`src/rtl/exc_pkg.sv`:
```
// exc_pkg -- shared definitions for the MEM-stage exception collector.
//   EXC_*     : bit positions inside the 32-bit cp0 exception_type word
//   MEM_OP_*  : data-memory operation codes carried from EX
//   stage_state_e : stage FSM (RUN accepts work, DRAIN discards after a flush)
//   align_res_t   : result bundle of the alignment / byte-lane checker
package exc_pkg;

  localparam int EXC_ADEL_IF = 31;  // fetch address error
  localparam int EXC_RI      = 30;  // reserved instruction
  localparam int EXC_OV      = 29;  // arithmetic overflow
  localparam int EXC_BP      = 28;  // breakpoint
  localparam int EXC_SYS     = 27;  // syscall
  localparam int EXC_ADEL_LD = 26;  // misaligned load
  localparam int EXC_ADES_ST = 25;  // misaligned store
  localparam int EXC_ERET    = 0;   // eret

  localparam logic [3:0] MEM_OP_NONE = 4'd0;
  localparam logic [3:0] MEM_OP_LB   = 4'd1;
  localparam logic [3:0] MEM_OP_LBU  = 4'd2;
  localparam logic [3:0] MEM_OP_LH   = 4'd3;
  localparam logic [3:0] MEM_OP_LHU  = 4'd4;
  localparam logic [3:0] MEM_OP_LW   = 4'd5;
  localparam logic [3:0] MEM_OP_SB   = 4'd6;
  localparam logic [3:0] MEM_OP_SH   = 4'd7;
  localparam logic [3:0] MEM_OP_SW   = 4'd8;

  typedef enum logic {
    ST_RUN   = 1'b0,
    ST_DRAIN = 1'b1
  } stage_state_e;

  typedef struct packed {
    logic        ld_fault;
    logic        st_fault;
    logic [3:0]  wen;
    logic [31:0] lane_data;
  } align_res_t;

endpackage

```
`src/rtl/mem_align_chk.sv`:
```
// mem_align_chk -- combinational alignment check and store lane formatting.
//   mem_op  : operation code (MEM_OP_*)
//   addr_lo : effective address bits [1:0]
//   wdata   : right-justified store data
//   res     : load/store fault flags, byte write enables, lane-replicated data
// Byte ops never fault; halfword ops fault on an odd address, word ops on any
// nonzero low bits. Loads produce no write enables and no lane data.
module mem_align_chk
  import exc_pkg::*;
(
  input  logic [3:0]  mem_op,
  input  logic [1:0]  addr_lo,
  input  logic [31:0] wdata,
  output align_res_t  res
);

  always_comb begin
    res = '0;
    case (mem_op)
      MEM_OP_LH, MEM_OP_LHU: res.ld_fault = addr_lo[0];
      MEM_OP_LW:             res.ld_fault = |addr_lo;
      MEM_OP_SB: begin
        res.wen       = 4'b0001 << addr_lo;
        res.lane_data = {4{wdata[7:0]}};
      end
      MEM_OP_SH: begin
        res.st_fault  = addr_lo[0];
        res.wen       = 4'b0011 << addr_lo;
        res.lane_data = {2{wdata[15:0]}};
      end
      MEM_OP_SW: begin
        res.st_fault  = |addr_lo;
        res.wen       = 4'b1111;
        res.lane_data = wdata;
      end
      default: ;
    endcase
  end

endmodule

```
`src/rtl/exc_mem_stage.sv`:
```
// exc_mem_stage -- MEM-stage exception collector between EX and cp0.
// Registers one instruction per cycle, merges upstream exception bits with
// data-address alignment faults, and issues the data-memory request.
//   clk, rst (sync, active-low)
//   stall_i / flush_i        : hold stage / kill stage and drain FLUSH_DRAIN cycles
//   in_valid_i, pc_i, exc_i, is_branch_i, mem_op_i, mem_addr_i, mem_wdata_i : from EX
//   valid_o, exc_type_o, pc_o, exc_addr_o, in_ds_o : to cp0
//   dmem_en_o, dmem_wen_o, dmem_addr_o, dmem_wdata_o : data memory request
// Optional feature macro EXC_LAST_PC_EN: on a bubble, pc_o shows the last
// captured PC+4 and in_ds_o shows ds_flag, giving cp0 a resumable EPC for an
// asynchronous interrupt. Without it pc_o and in_ds_o are 0 on a bubble.
module exc_mem_stage
  import exc_pkg::*;
#(
  parameter int FLUSH_DRAIN = 1
) (
  input  logic        clk,
  input  logic        rst,
  input  logic        stall_i,
  input  logic        flush_i,
  input  logic        in_valid_i,
  input  logic [31:0] pc_i,
  input  logic [31:0] exc_i,
  input  logic        is_branch_i,
  input  logic [3:0]  mem_op_i,
  input  logic [31:0] mem_addr_i,
  input  logic [31:0] mem_wdata_i,
  output logic        valid_o,
  output logic [31:0] exc_type_o,
  output logic [31:0] pc_o,
  output logic [31:0] exc_addr_o,
  output logic        in_ds_o,
  output logic        dmem_en_o,
  output logic [3:0]  dmem_wen_o,
  output logic [31:0] dmem_addr_o,
  output logic [31:0] dmem_wdata_o
);

  localparam int CW = (FLUSH_DRAIN < 2) ? 1 : $clog2(FLUSH_DRAIN + 1);

  align_res_t   aln;
  logic [31:0]  exc_next;
  logic         fault_ok;
  logic         addr_fault;

  stage_state_e state;
  logic [CW-1:0] drain_cnt;
  logic         valid;
  logic         issued;     // instruction already shown to cp0/memory once
  logic         ds_flag;    // previous captured instruction owns a delay slot
  logic [31:0]  pc_r;
  logic [31:0]  exc_r;
  logic [31:0]  exc_addr_r;
  logic         in_ds_r;
  logic         req_ok_r;   // memory op present and no exception at all
  logic [3:0]   wen_r;
  logic [31:0]  waddr_r;
  logic [31:0]  wdata_r;
  logic         first;
`ifdef EXC_LAST_PC_EN
  logic [31:0]  next_pc_r;
`endif

  mem_align_chk u_align (
    .mem_op  (mem_op_i),
    .addr_lo (mem_addr_i[1:0]),
    .wdata   (mem_wdata_i),
    .res     (aln)
  );

  // Alignment faults only matter when no earlier-stage exception is pending.
  always_comb begin
    fault_ok              = ~|exc_i[EXC_ADEL_IF:EXC_SYS];
    exc_next              = exc_i;
    exc_next[EXC_ADEL_LD] = exc_i[EXC_ADEL_LD] | (fault_ok & aln.ld_fault);
    exc_next[EXC_ADES_ST] = exc_i[EXC_ADES_ST] | (fault_ok & aln.st_fault);
    addr_fault            = fault_ok & (aln.ld_fault | aln.st_fault);
  end

  always_ff @(posedge clk) begin
    if (!rst) begin
      state      <= ST_RUN;
      drain_cnt  <= '0;
      valid      <= 1'b0;
      issued     <= 1'b0;
      ds_flag    <= 1'b0;
      pc_r       <= '0;
      exc_r      <= '0;
      exc_addr_r <= '0;
      in_ds_r    <= 1'b0;
      req_ok_r   <= 1'b0;
      wen_r      <= '0;
      waddr_r    <= '0;
      wdata_r    <= '0;
`ifdef EXC_LAST_PC_EN
      next_pc_r  <= '0;
`endif
    end else if (flush_i) begin
      state     <= ST_DRAIN;
      drain_cnt <= CW'(FLUSH_DRAIN);
      valid     <= 1'b0;
      ds_flag   <= 1'b0;
    end else if (stall_i) begin
      // Everything holds; only remember that the content was already issued.
      issued <= valid;
    end else if (state == ST_DRAIN) begin
      valid     <= 1'b0;
      drain_cnt <= drain_cnt - CW'(1);
      if (drain_cnt == CW'(1)) state <= ST_RUN;
    end else begin
      valid  <= in_valid_i;
      issued <= 1'b0;
      if (in_valid_i) begin
        pc_r       <= pc_i;
        exc_r      <= exc_next;
        exc_addr_r <= addr_fault ? mem_addr_i : pc_i;
        in_ds_r    <= ds_flag;
        ds_flag    <= is_branch_i;
        req_ok_r   <= (mem_op_i != MEM_OP_NONE) && (exc_next == '0);
        wen_r      <= aln.wen;
        waddr_r    <= {mem_addr_i[31:2], 2'b00};
        wdata_r    <= aln.lane_data;
`ifdef EXC_LAST_PC_EN
        next_pc_r  <= pc_i + 32'd4;
`endif
      end
    end
  end

  // The request side is all-zero unless the strobe fires, so memory never
  // sees stale lanes from a faulting or already-issued instruction.
  always_comb begin
    first        = valid & ~issued;
    valid_o      = valid;
    exc_type_o   = first ? exc_r : '0;
    exc_addr_o   = valid ? exc_addr_r : '0;
    dmem_en_o    = first & req_ok_r;
    dmem_wen_o   = dmem_en_o ? wen_r   : '0;
    dmem_addr_o  = dmem_en_o ? waddr_r : '0;
    dmem_wdata_o = dmem_en_o ? wdata_r : '0;
`ifdef EXC_LAST_PC_EN
    pc_o         = valid ? pc_r : next_pc_r;
    in_ds_o      = valid ? in_ds_r : ds_flag;
`else
    pc_o         = valid ? pc_r : '0;
    in_ds_o      = valid & in_ds_r;
`endif
  end

endmodule

```
`config.mk`:
```
export PLATFORM = sky130hd
export DESIGN_NAME = exc_mem_stage
export DESIGN_NICKNAME = d
export VERILOG_FILES = /design/src/rtl/exc_pkg.sv /design/src/rtl/mem_align_chk.sv /design/src/rtl/exc_mem_stage.sv
export SDC_FILE = /design/constraint.sdc
export NUM_CORES = 1
export LEC_CHECK = 0
export ABC_AREA = 1
export BUFFER_PORTS_ARGS = -buffer_cell sky130_fd_sc_hd__buf_4
export CAP_MARGIN = 5
export CORE_ASPECT_RATIO = 1.75
export CORE_MARGIN = 3
export CORE_UTILIZATION = 25
export CTS_BUF_LIST = sky130_fd_sc_hd__clkbuf_4 sky130_fd_sc_hd__clkbuf_8 sky130_fd_sc_hd__clkbuf_16
export DETAILED_ROUTE_END_ITERATION = 12
export GPL_TIMING_DRIVEN = 0
export HOLD_SLACK_MARGIN = 0.02
export MAX_ROUTING_LAYER = met4
export PLACE_DENSITY = 0.44
export SYNTH_ARGS = -nofsm -noshare
export SYNTH_HDL_FRONTEND = slang
export SYNTH_HIERARCHICAL = 1
export SYNTH_SLANG_ARGS = --single-unit
```
`constraint.sdc`:
```
create_clock -name clk -period 1.5 [get_ports clk]
set_input_delay 0.075 -clock clk [delete_from_list [all_inputs] [get_ports clk]]
set_output_delay 0.075 -clock clk [all_outputs]
set_load 0.01 [all_outputs]
```
# After elaboration in Yosys (flattened, before gate mapping)
# Cells that the tools add are included.
op_classes:
  addsub: 1
  n_mul: 0
  div: 0
  order_cmp: 0
  eq_ne: 8
  shifts: 2
  muxes: 20
  bitwise: 14
  n_reduce_logical: 13
op_table:
  columns: ["op", "count"]
  rows:
  - ["32-bit two-way mux", 6]
  - ["36-bit one-hot mux with 3 select lines", 1]
  - ["32-bit logical NOT", 1]
  - ["4-bit by 3-bit equality test with 1-bit output, second input constant", 4]
  - ["1-bit two-way mux", 10]
  - ["1-bit bitwise AND", 6]
  - ["2-bit OR reduction", 3]
  - ["1-bit NOT", 5]
  - ["5-bit OR reduction", 1]
  - ["4-bit by 2-bit equality test with 1-bit output, second input constant", 1]
  - ["4-bit equality test, second input constant", 1]
  - ["4-bit two-way mux", 1]
  - ["1-bit one-hot mux with 2 select lines", 2]
  - ["2-bit AND reduction", 2]
  - ["4-bit AND reduction", 1]
  - ["4-bit nonzero test", 1]
  - ["1-bit by 2-bit left shift with 4-bit output, first input constant", 1]
  - ["2-bit by 2-bit left shift with 4-bit output, first input constant", 1]
  - ["1-bit OR", 3]
  - ["3-bit AND reduction", 1]
  - ["2-bit by 1-bit != test with 1-bit output, second input constant", 1]
  - ["2-bit != test, second input constant", 1]
  - ["2-bit nonzero test", 1]
  - ["1-bit logical AND", 1]
  - ["2 further kinds", 2]
word_totals:
  regBits: 169
  latch_bits: 0
  ram_bits: 0
  mem_bits_ro: 0
  inputBits: 138
  output_inout_bits: 167
  word_cells: 71
  mem_count: 0

# Logic depth before layout (Yosys ltp)
logic_depth:
  depth_word: 7
  depth_mapped: 14

# By module
# The synthesis kept the hierarchy.
modules_own_cells:
  columns: ["module", "n_inst", "cells_per_inst", "area_per_inst_um2"]
  rows:
  - ["exc_mem_stage", 1, 1166, 7764.9]
  - ["mem_align_chk", 1, 120, 656.9]

# Worst setup path before layout
# OpenSTA, ideal clock, no wires.
synth_path:
  kind: "input to register"
  startpoint: "input port mem_op_i[1]"
  endpoint: "register exc_addr_r[25]"
  setup_time_ps: 109
  arrival_ps: 1208
  t_required_ps: 1391
  slack_ps: 183
  cell_stages: 13
  cell_sequence: "nor2_2 > nand2_2 > inv_4 > nand2_1 > o21ai_0 > nand4_1 > nand2_2 > inv_2 > buf_6 > nand2_1 > nand3_1 > nand2_1 > inv_1"
synth_lines:
  columns: ["item", "line_no", "source"]
  rows:
  - ["from (decl)", "exc_mem_stage.sv:25", "input logic [3:0] mem_op_i,"]
  - ["to (signal assigned)", "exc_mem_stage.sv:116", "exc_addr_r <= addr_fault ? mem_addr_i : pc_i;"]
  - ["to (decl)", "exc_mem_stage.sv:53", "logic [31:0] exc_addr_r;"]

# Worst setup path in the final report
layout_path:
  startpoint: "register valid (netlist: valid_o)"
  endpoint: "output port dmem_wdata_o[21]"
layout_between:
  elab_chain_len: 3
layout_lines:
  columns: ["item", "line_no", "source"]
  rows:
  - ["from (decl)", "exc_mem_stage.sv:48", "logic valid;"]
  - ["from (signal assigned)", "exc_mem_stage.sv:111", "valid <= in_valid_i;"]
  - ["1-bit bitwise AND", "exc_mem_stage.sv:133", "first = valid & ~issued;"]
  - ["1-bit bitwise AND", "exc_mem_stage.sv:137", "dmem_en_o = first & req_ok_r;"]
  - ["32-bit two-way mux", "exc_mem_stage.sv:140", "dmem_wdata_o = dmem_en_o ? wdata_r : '0;"]
  - ["to (decl)", "exc_mem_stage.sv:36", "output logic [31:0] dmem_wdata_o"]
# No other way between the ends.

==> results.md <==
* Reported max-cap violation count at 0
* Switch Pwr at 2.934 mW
* HPWL Detailed at 28170 µm
* Fraction of synthesized cell area taken by the top area cell type at 40.17%
* Final hold slack at approximately 45 ps
* Number of standard cells after synthesis at between 1000 and 1500
* Top post-synthesis cells by area: sky130_fd_sc_hd__dfxtp_1 (40%), sky130_fd_sc_hd__nor2_1 (11%), sky130_fd_sc_hd__nand2_1 (10%), sky130_fd_sc_hd__inv_1 (9.8%), sky130_fd_sc_hd__o21ai_0 (7.6%)
* Number of buffers created by CTS at 17
* Top cell type by total area after synthesis: sky130_fd_sc_hd__dfxtp_1
* Layout net count at 1885
* Share of total power in combinational logic at 15.0%
* Post-route clock period utilization at 113.0%
* Average routed wire per standard cell at 16.78 µm
* Mapped cell area at ~8400 µm²
* Switching part of the total at a little over a quarter
* Drt total wl at 37100 µm
* Filler Cells Inserted at between 3000 and 4000
* Fin worst setup slack at -195.4 ps
* Port Buffers at 302
* Number of enable flip-flop cells after synthesis at 0
* Maximum number of pins on one net before global-route repair at 17
* Most frequent cells after synthesis: sky130_fd_sc_hd__nor2_1 (258), sky130_fd_sc_hd__nand2_1 (226), sky130_fd_sc_hd__inv_1 (220), sky130_fd_sc_hd__dfxtp_1 (169), sky130_fd_sc_hd__o21ai_0 (128)
* Synth cell types at 30
* Result of the run: complete, but fails checks
* CTS tree: built
* Setup violation total in the final timing report at 162
* Average size of a mapped cell at 6.549 µm²
* Required time of the critical path at 1420 ps
* Violations in the final reports: setup timing
* Number of placed I/O pins at 305
* Worst slew margin relative to its limit at 54.00%
* Core region area at 33140 µm²
* Nature of the critical path endpoint: primary output
* Final-report hold violation count at 0
* Vias post-DR at about 9500
* Highest fanout seen on the critical path at 10
* Antenna violations before repair at 2
* Proportion of register bits with asynchronous set or reset after synthesis at 0%
* Hold crit path type: input port to flip-flop
* Height of the chip at around 250 µm
* Ratio of cells with drive above 1 in the final layout at 36.33%
* Synth warnings at 6
* Worst-case vdd ir drop at 0.0008360 V
* Buffer type at the clock tree root: sky130_fd_sc_hd__clkbuf_16
* Layout Skew at between 5 and 6 ps
* Clock H-tree levels at 4
* Max Clock Freq at 589.8 MHz
* Number of instances in the placed design at 2039
* Max-slew violation total from the final report at 0
* Buffer depth of the longest clock path at 2
* Routed vias/inst at 4.289
* Setup repair after global routing missed its margin: true
* Setup TNS Final at -17870 ps
* Leak Pwr at between 7 and 8 nW
* Placement row count at 88
* DRC violation total after the first TritonRoute iteration at 319
* WP data arrival at 1620 ps
* Detailed-routing iteration count for the pre-antenna-repair pass at 4
* Wire length of the first global-routing pass at 55050 µm
* Sequential element share of the synthesized area at 40.17%
* Routability-driven placement congestion ratio at between 0.8 and 0.9
* Most common flop cell mapped by yosys: sky130_fd_sc_hd__dfxtp_1
* Shortest period the worst path allows at 1695 ps
* Clock latency of the later-clocked register in the worst-skew pair at 450 ps
* Cell with the most instances after synthesis: sky130_fd_sc_hd__nor2_1
* GRT overflow at 0
* Post-detailed-route count of antenna-violating nets at 0
* Final non-filler cell total at 2211
* Synthesized flop and latch total at 169
* Startpoint type of the worst setup path: flip-flop
* Clock Power Share at 42.0%
* Total routing usage reported by global routing at about a fifth
* Area grow syn2layout at 74.54%
* Transition at the pin with the smallest max-transition slack at around 690 ps
* Remaining design rule violation count at 0
* Initial Utilization at 25.41%
* Vias in the first global route at 9784
* Reg2reg setup slack at 70 ps
* PwrDens at 759.1 nW/µm²
* Sequential fraction of design power at 43.0%
* CTS clk-pin slew, worst paths at 60 ps
* DIE WIDTH at 144.7 µm
* Die ar. at 36010 µm²
* Total number of clock tree sinks at between 150 and 200
* Startpoint-to-endpoint class of the critical path: flip-flop to primary output
* Internal at 8.224 mW
-- flip-flops by register name (all words and copies together), names as in the netlist, 4 cells and up --
register    cells
wen_r           4
wdata_r        32
waddr_r        30
exc_r          32
exc_addr_r     32
pc_r           32
-- path summary, 6_finish.rpt --
check / to / startpoint / cells after the start
max reg2reg: wdata_r[28]$_SDFFE_PN0P_ / state$_SDFFE_PN0P_ / 6
max: dmem_wdata_o[21] / valid_o$_SDFFE_PP0N_ / 7
min reg2reg: exc_r[23]$_SDFFE_PN0P_ / exc_r[23]$_SDFFE_PN0P_ / 2
min: wdata_r[26]$_SDFFE_PN0P_ / mem_wdata_i[26] / 5
-- routing by layer --
metal	vias up	track usage (%)	wire, µm
met1	4360	19.68	12790
met5	-	-	0
li1	4823	-	-
met4	0	6.615	997
met2	250	40.77	21920
met3	49	3.496	1386
-- power groups by stage --
stage	logic, mW	registers [mW]	clock network, mW
2_1_floorplan	0.674	4.86	0
4_1_cts	1.65	4.78	4.83
6_report	1.68	4.80	4.69
5_1_grt	1.86	4.82	4.99
3_3_place_gp	1.29	4.87	0
3_5_place_dp	1.29	4.88	0
-- worst max-delay path, cell delays in order, from the launching register on --
cell and delay [ps]:
sky130_fd_sc_hd__dfxtp_4 370, sky130_fd_sc_hd__inv_2 50, sky130_fd_sc_hd__nor2_4 110, sky130_fd_sc_hd__nand2_4 90, sky130_fd_sc_hd__buf_12 170, sky130_fd_sc_hd__buf_12 160
sky130_fd_sc_hd__nor2_2 90, sky130_fd_sc_hd__buf_4 130
-- kinds of logic after synthesis --
group / share of synthesized area (%)
flip-flops: 40.17
AND/OR/NAND/NOR: 28.20
AO/OA/AOI/OAI: 15.03
buffers and inverters: 16.55
other: 0.04453
-- layout make-up --
cell class                      instances  area [µm²]  share of cell area (%)
Tap cell                              450       563.0                   3.830
Sequential cell                       169        3387                   23.04
Multi-Input combinational cell        813        4377                   29.78
Inverter                              225       857.1                   5.831
Buffer                                 76       793.3                   5.397
Clock inverter                         11       143.9                  0.9789
Antenna cell                            2       5.005                 0.03405
Clock buffer                           20       460.4                   3.132
Timing Repair Buffer                  445        4113                   27.98
-- through the flow --
stage          setup slack (ps)  total power [mW]  utilization, %  area (µm²)
5_1_grt                  -257.2             11.66           44.35       14700
3_5_place_dp             -413.5             6.169           33.96       11260
6_report                 -195.4             11.16           44.35       14700
3_3_place_gp             -403.6             6.155           33.96       11260
4_1_cts                  -316.4             11.26           42.72       14160
2_1_floorplan             183.4             5.532               -        8426
-- cells in the final DEF, fill, tap and decap left out, drive strengths merged --
master	synthesis	routed
buf	57	380
nor2	269	269
nand2	241	241
inv	225	227
dfxtp	169	169
o21ai	143	143
dlygate4sd3	0	116
a21oi	103	103
nand3	48	48
clkbuf	23	45
clkinv	0	5
nand4	3	3
bufinv	0	3
diode	0	2
conb	1	2
a221oi	1	1
a31oi	1	1
nor3b	1	1
a211oi	1	1
clkinvlp	0	1
-- what timing repair did --
| action | CTS | global route |
|---|---|---|
| gates cloned | 5 | 5 |
| hold buffers | 116 | 0 |
| resized for setup | 275 | 148 |
| pin swaps | 8 | 9 |
| endpoints found under the hold margin | 144 | 0 |
| setup buffers | 11 | 6 |
| setup endpoints to repair | 165 | 196 |
No activity file was read; power rests on OpenSTA's default activity.
